## src/rtl/silife_pkg.sv

```systemverilog
// Shared definitions for the SiLife WS2812 chain driver.
//   ws2812_state_t        : driver FSM state encoding
//   WS2812_BITS_PER_PIXEL : GRB word length sent per cell
//   max_int               : constant helper for counter sizing
package silife_pkg;

  localparam int WS2812_BITS_PER_PIXEL = 24;

  typedef enum logic [2:0] {
    WS_IDLE    = 3'd0,
    WS_LOAD    = 3'd1,
    WS_CAPTURE = 3'd2,
    WS_HIGH    = 3'd3,
    WS_LOW     = 3'd4,
    WS_LATCH   = 3'd5
  } ws2812_state_t;

  function automatic int max_int(input int a, input int b);
    return (a > b) ? a : b;
  endfunction

endpackage

```

## src/rtl/silife_ws2812_if.sv

```systemverilog
// Matrix scan port between the WS2812 driver and the cell matrix.
//   row_select : row address driven by the scanning driver
//   cells      : row contents returned by the matrix, one cycle after row_select
// master = scanning driver, slave = matrix.
interface silife_ws2812_if #(
  parameter int WIDTH  = 8,
  parameter int HEIGHT = 8
);
  localparam int RW = (HEIGHT > 1) ? $clog2(HEIGHT) : 1;

  logic [RW-1:0]    row_select;
  logic [WIDTH-1:0] cells;

  modport master (output row_select, input cells);
  modport slave  (input row_select, output cells);
endinterface

```

## src/rtl/silife_ws2812_bit.sv

```systemverilog
// WS2812 single-bit timer. A start pulse loads one bit; dout is high for
// T1H (bit_val=1) or T0H (bit_val=0) cycles and low for the rest of TBIT.
//   clk, reset_n : clock, async active-low reset
//   start        : begin a new bit on the next edge (may coincide with done)
//   bit_val      : value of the bit being started
//   dout         : registered line level
//   done         : high during the last cycle of the bit
module silife_ws2812_bit #(
  parameter int T0H  = 20,
  parameter int T1H  = 40,
  parameter int TBIT = 63,
  parameter int CW   = 12
) (
  input  logic clk,
  input  logic reset_n,
  input  logic start,
  input  logic bit_val,
  output logic dout,
  output logic done
);

  logic [CW-1:0] cnt;
  logic [CW-1:0] low_len;
  logic          active;

  assign done = active && (cnt == '0);

  // cnt counts the remaining cycles of the bit; the line stays high while the
  // remaining count is at least the length of the low phase.
  always_ff @(posedge clk or negedge reset_n) begin
    if (!reset_n) begin
      cnt     <= '0;
      low_len <= '0;
      active  <= 1'b0;
      dout    <= 1'b0;
    end else if (start) begin
      active  <= 1'b1;
      cnt     <= CW'(TBIT - 1);
      low_len <= bit_val ? CW'(TBIT - T1H) : CW'(TBIT - T0H);
      dout    <= 1'b1;
    end else if (cnt != '0) begin
      cnt  <= cnt - CW'(1);
      dout <= (cnt - CW'(1)) >= low_len;
    end else begin
      active <= 1'b0;
      dout   <= 1'b0;
    end
  end

endmodule

```

## src/rtl/silife_ws2812.sv

```systemverilog
// SiLife WS2812 LED-chain driver. Scans the cell matrix row by row and sends
// every cell as a 24-bit GRB word (live = i_color, dead = 0), MSB first.
//   clk, reset_n  : clock, async active-low reset
//   i_enable      : run continuous frames while high
//   i_color       : GRB colour for live cells, latched at frame start
//   scan          : matrix scan port (row_select out, cells in)
//   o_dout        : WS2812 data line
//   o_busy        : high from frame start to end of latch
//   o_frame_done  : one-cycle pulse on the last latch cycle
//
// state   | meaning
// IDLE    | line low, waiting for i_enable; latches colour on start
// LOAD    | row_select presented to the matrix
// CAPTURE | row captured, first bit of the row started
// HIGH    | high phase of the current bit
// LOW     | low phase of the current bit; advances bit/col/row at its end
// LATCH   | line held low TLATCH cycles, frame_done on the last one
module silife_ws2812
  import silife_pkg::*;
#(
  parameter int WIDTH  = 8,
  parameter int HEIGHT = 8,
  parameter int T0H    = 20,
  parameter int T1H    = 40,
  parameter int TBIT   = 63,
  parameter int TLATCH = 3000
) (
  input  logic                   clk,
  input  logic                   reset_n,
  input  logic                   i_enable,
  input  logic [23:0]            i_color,
  silife_ws2812_if.master        scan,
  output logic                   o_dout,
  output logic                   o_busy,
  output logic                   o_frame_done
);

  localparam int CW = $clog2(max_int(TBIT, TLATCH) + 1);
  localparam int RW = (HEIGHT > 1) ? $clog2(HEIGHT) : 1;
  localparam int XW = (WIDTH > 1) ? $clog2(WIDTH) : 1;
  localparam logic [4:0] LAST_BIT = 5'(WS2812_BITS_PER_PIXEL - 1);

  localparam logic [2:0] S_IDLE    = 3'(WS_IDLE);
  localparam logic [2:0] S_LOAD    = 3'(WS_LOAD);
  localparam logic [2:0] S_CAPTURE = 3'(WS_CAPTURE);
  localparam logic [2:0] S_HIGH    = 3'(WS_HIGH);
  localparam logic [2:0] S_LOW     = 3'(WS_LOW);
  localparam logic [2:0] S_LATCH   = 3'(WS_LATCH);

  logic [2:0]       state;
  logic [23:0]      color_q;
  logic [WIDTH-1:0] row_buf;
  logic [RW-1:0]    row;
  logic [XW-1:0]    col;
  logic [4:0]       bit_idx;
  logic [CW-1:0]    lat_cnt;

  logic [XW-1:0]    col_nx;
  logic [4:0]       bit_nx;
  logic             row_end;
  logic             last_row;
  logic             bit_start;
  logic             bit_val;
  logic             bit_done;
  logic             bit_dout;

  // Indices of the bit following the current one within the row.
  always_comb begin
    col_nx = col;
    bit_nx = bit_idx - 5'd1;
    if (bit_idx == 5'd0) begin
      bit_nx = LAST_BIT;
      col_nx = col - XW'(1);
    end
  end

  assign row_end  = (bit_idx == 5'd0) && (col == '0);
  assign last_row = (row == RW'(HEIGHT - 1));

  // The next bit is started in the done cycle of the previous one so that
  // bits within a row follow each other with no gap. In CAPTURE the row is
  // not yet in row_buf, so the first bit comes straight from the scan port.
  always_comb begin
    bit_start = 1'b0;
    bit_val   = 1'b0;
    if (state == S_CAPTURE) begin
      bit_start = 1'b1;
      bit_val   = scan.cells[WIDTH-1] & color_q[LAST_BIT];
    end else if ((state == S_HIGH || state == S_LOW) && bit_done && !row_end) begin
      bit_start = 1'b1;
      bit_val   = row_buf[col_nx] & color_q[bit_nx];
    end
  end

  always_ff @(posedge clk or negedge reset_n) begin
    if (!reset_n) begin
      state        <= S_IDLE;
      color_q      <= '0;
      row_buf      <= '0;
      row          <= '0;
      col          <= '0;
      bit_idx      <= '0;
      lat_cnt      <= '0;
      o_busy       <= 1'b0;
      o_frame_done <= 1'b0;
    end else begin
      o_frame_done <= 1'b0;
      case (state)
        S_IDLE: begin
          o_busy <= i_enable;
          if (i_enable) begin
            color_q <= i_color;
            row     <= '0;
            state   <= S_LOAD;
          end
        end
        S_LOAD: state <= S_CAPTURE;
        S_CAPTURE: begin
          row_buf <= scan.cells;
          col     <= XW'(WIDTH - 1);
          bit_idx <= LAST_BIT;
          state   <= S_HIGH;
        end
        S_HIGH, S_LOW: begin
          if (bit_done) begin
            if (!row_end) begin
              col     <= col_nx;
              bit_idx <= bit_nx;
              state   <= S_HIGH;
            end else if (!last_row) begin
              row   <= row + RW'(1);
              state <= S_LOAD;
            end else begin
              lat_cnt      <= CW'(TLATCH - 1);
              o_frame_done <= (TLATCH == 1);
              state        <= S_LATCH;
            end
          end else if (state == S_HIGH && !bit_dout) begin
            state <= S_LOW;
          end
        end
        S_LATCH: begin
          if (lat_cnt == '0) begin
            // Stay busy through the restart cycle when running continuously.
            o_busy <= i_enable;
            state  <= S_IDLE;
          end else begin
            lat_cnt      <= lat_cnt - CW'(1);
            o_frame_done <= (lat_cnt == CW'(1));
          end
        end
        default: state <= S_IDLE;
      endcase
    end
  end

  assign scan.row_select = row;
  assign o_dout          = bit_dout;

  silife_ws2812_bit #(
    .T0H  (T0H),
    .T1H  (T1H),
    .TBIT (TBIT),
    .CW   (CW)
  ) u_bit (
    .clk     (clk),
    .reset_n (reset_n),
    .start   (bit_start),
    .bit_val (bit_val),
    .dout    (bit_dout),
    .done    (bit_done)
  );

endmodule
```

## src/flat_wrapper.sv

```systemverilog
// flat-port wrapper written by rule: the top's interface ports become plain ports
module silife_ws2812_flat import silife_pkg::*;
#(
  parameter int WIDTH  = 8,
  parameter int HEIGHT = 8,
  parameter int T0H    = 20,
  parameter int T1H    = 40,
  parameter int TBIT   = 63,
  parameter int TLATCH = 3000
)
  (clk, reset_n, i_enable, i_color, o_dout, o_busy, o_frame_done, scan_row_select, scan_cells);
  silife_ws2812_if #(.WIDTH(WIDTH), .HEIGHT(HEIGHT)) scan_i ();
  input  logic clk;
  input  logic reset_n;
  input  logic i_enable;
  input  logic [23:0] i_color;
  output logic o_dout;
  output logic o_busy;
  output logic o_frame_done;
  output wire logic [$bits(scan_i.row_select)-1:0] scan_row_select;
  input wire logic [$bits(scan_i.cells)-1:0] scan_cells;
  assign scan_row_select = scan_i.row_select;
  assign scan_i.cells = scan_cells;
  silife_ws2812 #(.WIDTH(WIDTH), .HEIGHT(HEIGHT), .T0H(T0H), .T1H(T1H), .TBIT(TBIT), .TLATCH(TLATCH)) u_core (.clk(clk), .reset_n(reset_n), .i_enable(i_enable), .i_color(i_color), .scan(scan_i), .o_dout(o_dout), .o_busy(o_busy), .o_frame_done(o_frame_done));
endmodule
```

## config.mk

```make
export PLATFORM = sky130hd
export DESIGN_NAME = silife_ws2812_flat
export DESIGN_NICKNAME = d
export VERILOG_FILES = /design/src/rtl/silife_pkg.sv /design/src/rtl/silife_ws2812_if.sv /design/src/rtl/silife_ws2812_bit.sv /design/src/rtl/silife_ws2812.sv /design/src/flat_wrapper.sv
export SDC_FILE = /design/constraint.sdc
export NUM_CORES = 1
export LEC_CHECK = 0
export ABC_CLOCK_PERIOD_IN_PS = 3100
export BUFFER_PORTS_ARGS = -buffer_cell sky130_fd_sc_hd__buf_4
export CAP_MARGIN = 30
export CORE_MARGIN = 5
export CORE_UTILIZATION = 53
export DETAILED_ROUTE_END_ITERATION = 12
export PLACE_DENSITY = 0.79
export SYNTH_ARGS = -nofsm -noshare
export SYNTH_HDL_FRONTEND = slang
export SYNTH_SLANG_ARGS = --single-unit
```

## constraint.sdc

```tcl
create_clock -name clk -period 3.1 [get_ports clk]
set_input_delay 0.155 -clock clk [delete_from_list [all_inputs] [get_ports clk]]
set_output_delay 0.155 -clock clk [all_outputs]
set_load 0.01 [all_outputs]
```

==> results by group <==
Floorplanning
  • Core area: between 7000 and 8000 um2
  • Die Y-Extent: roughly 100 um
  • Cell Rows: 32
  • Initial core utilization: between 50% and 60%
  • Full die area: roughly 10000 um2
  • IO Pins: just over 40
  • Die Width: about 100 um

Global routing
  • First-pass GRT wire length: about 15 mm
  • Overflow after GRT: 0
  • GRT Util Overall: 19.36%
  • Largest net degree at the start of global routing: 78
  • Vias in the first global route: between 3,000 and 4,000
  • Initial antenna violation count: 0

Synthesis
  • Simple-gate share of the synthesized area: 18.63%
  • Ys Warns: 0
  • Synthesized cell area: ~4300 um2
  • Asr flop ratio synth: 100.0%
  • Synth Flop Type: dfrtp_1
  • Sequential cell area fraction in the yosys report: between 40% and 50%
  • Synth Area in Compound Gates: ~12%
  • EDFF count, synth: 0
  • Largest family of logic cells by synthesized area: simple AND/OR/NAND/NOR gates
  • Flops & latches, synth: 77
  • Post-Synth Adder-Cell Area: roughly 4.7%
  • Mapped Nets: a little under 500
  • Synth Area in XOR/XNOR: 2.255%
  • Post-synthesis instance total: 432
  • Mux cell area share after synthesis: between 10% and 20%
  • Syn Area/Cell: 9.888 um2
  • Synth cell types: 55

Timing
  • Minimum clock period: 2794 ps
  • Final Skew: 9.406 ps
  • RSZ-0062 raised after global routing: no
  • Worst slew pin tran: between 600 and 700 ps
  • Worst slew margin: between 50 and 60%
  • Slew Limit Fails: 0
  • Hold WS: about 20 ps
  • Final setup violation count: 0
  • Fmax: between 300 and 400 MHz
  • Final period util: 90.14%
  • TNS Setup: 0 ps
  • Hold Violations, Final: 0

Placement
  • IO Port Bufs: 40
  • Placed instance area: roughly 4700 um2
  • Hpwl dp: around 6.3 mm
  • Final Wtd Congestion: 0.9040

Drt
  • Final WL: around 9.0 mm
  • Via density per instance: ~5.7
  • DRT Pass-1 Iters: 5
  • # DRC: 0
  • DR iter-0 viols: approximately 140
  • Per-cell routed wire length: between 15 and 20 um
  • Detailed-route via count: between 3,000 and 4,000
  • Routed Antenna Nets: 0

Clock tree
  • CTS Buf Count: 9
  • Root Buffer: clkbuf_8
  • Clk slew on worst S/H paths: ~80 ps
  • CTS tree: yes
  • H-tree depth: 3
  • Setup Buffers After CTS: 0
  • Skew-Pair Late Insertion Delay: roughly 350 ps
  • Clk sinks: 77
  • Clk buf depth: 2

Status
  • Run status: completed

Power and ir drop
  • Pwr dens: between 800 and 900 nW/um2
  • Max rail drop VDD: 424.0 uV
  • Lkg Pwr: 0.002275 uW

Setup path
  • FF-to-FF setup slack: a little over 300 ps
  • FF-to-FF End: u_core.col[1]$_DFFE_PN0P_
  • WP data arrival: 3070 ps
  • Max Fanout on Critical Path: 10
  • CP endpoint: u_core.col[1]$_DFFE_PN0P_
  • Type of origin of the critical path: flip-flop
  • Crit path launch: u_core.u_bit.cnt[0]$_DFFE_PN0P_
  • WP data required: around 3400 ps
  • Crit end category: flip-flop
  • Crit Reg-Reg Startpoint: u_core.u_bit.cnt[0]$_DFFE_PN0P_
  • Worst Reg-to-Reg Cells: 9
  • Critical path class: flip-flop to flip-flop

Job
  • MaxCap Viol Count: 0

Layout
  • Fillers: around 620
  • Fin util: between 60% and 70%
  • Area growth from synthesis to layout: 16.93%
  • Layout cells sized above 1: between 20% and 30%
  • Design Area, Final: around 5000 um2
  • Final net count: 530
  • ANT cells: 0

Hold path
  • Min-delay worst type: input pin to flip-flop
==> per-stage QoR <==
| stage | setup WS (ps) | std cells | total power, uW |
|---|---|---|---|
| 2_1_floorplan | 471.6 | 432 | 2762 |
| 3_3_place_gp | 409.4 | 561 | 3104 |
| 3_5_place_dp | 339.4 | 561 | 3195 |
| 4_1_cts | 328.2 | 585 | 4065 |
| 5_1_grt | 79.10 | 586 | 4346 |
| 6_report | 305.6 | 586 | 4039 |
==> layout by cell type (no fill, tap or decap), drive strengths merged, types with 5 or more instances in the layout <==
cell type / netlist / routed
clkbuf: 15 / 9
inv: 19 / 19
xnor2: 7 / 7
nand2: 64 / 64
a31oi: 10 / 10
mux4: 5 / 5
a21oi: 24 / 24
dlygate4sd3: 0 / 8
ha: 16 / 16
nor2: 30 / 30
mux2i: 13 / 13
nor3: 16 / 16
mux2: 27 / 27
o32ai: 6 / 6
nor4: 7 / 7
nand3: 9 / 9
o21ai: 16 / 16
buf: 6 / 49
a21o: 6 / 6
a211oi: 5 / 5
dfrtp: 77 / 77
clkinv: 0 / 5
==> worst max-delay path, stage by stage, from the launching register on <==
cell     delay [ps]
dfrtp_1         420
inv_1           140
ha_1            180
or4b_2          630
or4_4           520
nor4_4          230
nor2_2          170
a21oi_1         210
nor2_1           60
a31oi_1         140
==> report_power, final <==
part	total, uW	switching (uW)	internal [uW]	leakage [uW]
clock	847	390	457	0.000113
sequential	1750	366	1390	0.000903
combinational	1440	701	739	0.00126
total	4040	1460	2580	0.00227
==> registers in the layout (all words and copies together), names as in the netlist <==
register,count
u_core.u_bit.cnt,12
u_core.u_bit.dout,1
u_core.scan.row_select,3
u_core.color_q,24
u_core.o_busy,1
u_core.col,3
u_core.state,3
u_core.lat_cnt,12
u_core.row_buf,8
u_core.bit_idx,5
u_core.u_bit.low_len,3
u_core.u_bit.active,1
u_core.o_frame_done,1
==> worst min-delay path by stage <==
stage                       start                             end  cells past startpoint
floorplan                 reset_n   u_core.bit_idx[0]$_DFFE_PN0P_                      0
global placement    scan_cells[3]   u_core.row_buf[3]$_DFFE_PN0P_                      3
detailed placement  scan_cells[6]   u_core.row_buf[6]$_DFFE_PN0P_                      3
CTS                 scan_cells[7]   u_core.row_buf[7]$_DFFE_PN0P_                      3
global route          i_color[11]  u_core.color_q[11]$_DFFE_PN0P_                      2
finish              scan_cells[7]   u_core.row_buf[7]$_DFFE_PN0P_                      3
==> cell type report <==
class,instances,area (um2),share of cell area (%)
multi-input cells,315,2177,43.59
flip-flops and latches,77,1927,38.58
repair buffers,57,467.9,9.369
well taps,102,127.6,2.555
clock buffers,9,123.9,2.480
clock inverters,7,100.1,2.004
inverters,19,71.32,1.428
==> routing by layer <==
layer | vias to the layer above | global-route usage [%] | wire length (um)
met5 | - | 0 | 0
li1 | 1641 | - | -
met3 | 10 | 2.988 | 301
met4 | 0 | 9.979 | 118
met1 | 1605 | 25.99 | 4149
met2 | 61 | 30.43 | 4413
==> logic make-up after synthesis <==
kind of cell | count (synthesis)
and+or+nand+nor | 159
AOI/OAI and AO/OA | 84
DFF | 77
muxes | 45
buffers and inverters | 40
adders and majority gates | 16
xor gates and xnor gates | 11
==> timing repair <==
item | in CTS | in global routing
hold endpoints to repair | 84 | 0
hold buffers | 8 | 0
resized for setup | 0 | 0
==> synth_stat cells, types with 3 or more instances <==
cell | number | area share (%)
nand2_1 | 63 | 5.5
mux4_2 | 5 | 2.6
a21o_1 | 6 | 1.1
xor2_1 | 4 | 0.82
a21oi_1 | 24 | 2.8
ha_1 | 16 | 4.7
mux2i_1 | 13 | 3.0
nor2b_1 | 4 | 0.59
o21ai_0 | 16 | 1.9
inv_1 | 19 | 1.7
o32ai_1 | 6 | 1.2
nor3b_1 | 3 | 0.53
mux2_2 | 27 | 7.1
nand3_1 | 9 | 1.1
nor3_1 | 16 | 1.9
nor2_1 | 29 | 2.5
or3_1 | 3 | 0.44
nand2b_1 | 3 | 0.44
a211oi_1 | 5 | 0.88
o22ai_1 | 3 | 0.44
dfrtp_1 | 77 | 45
a31oi_1 | 10 | 1.5
clkbuf_1 | 14 | 1.2
xnor2_1 | 7 | 1.4
nor4_1 | 6 | 0.88
No activity file was read; power rests on OpenSTA's default activity.
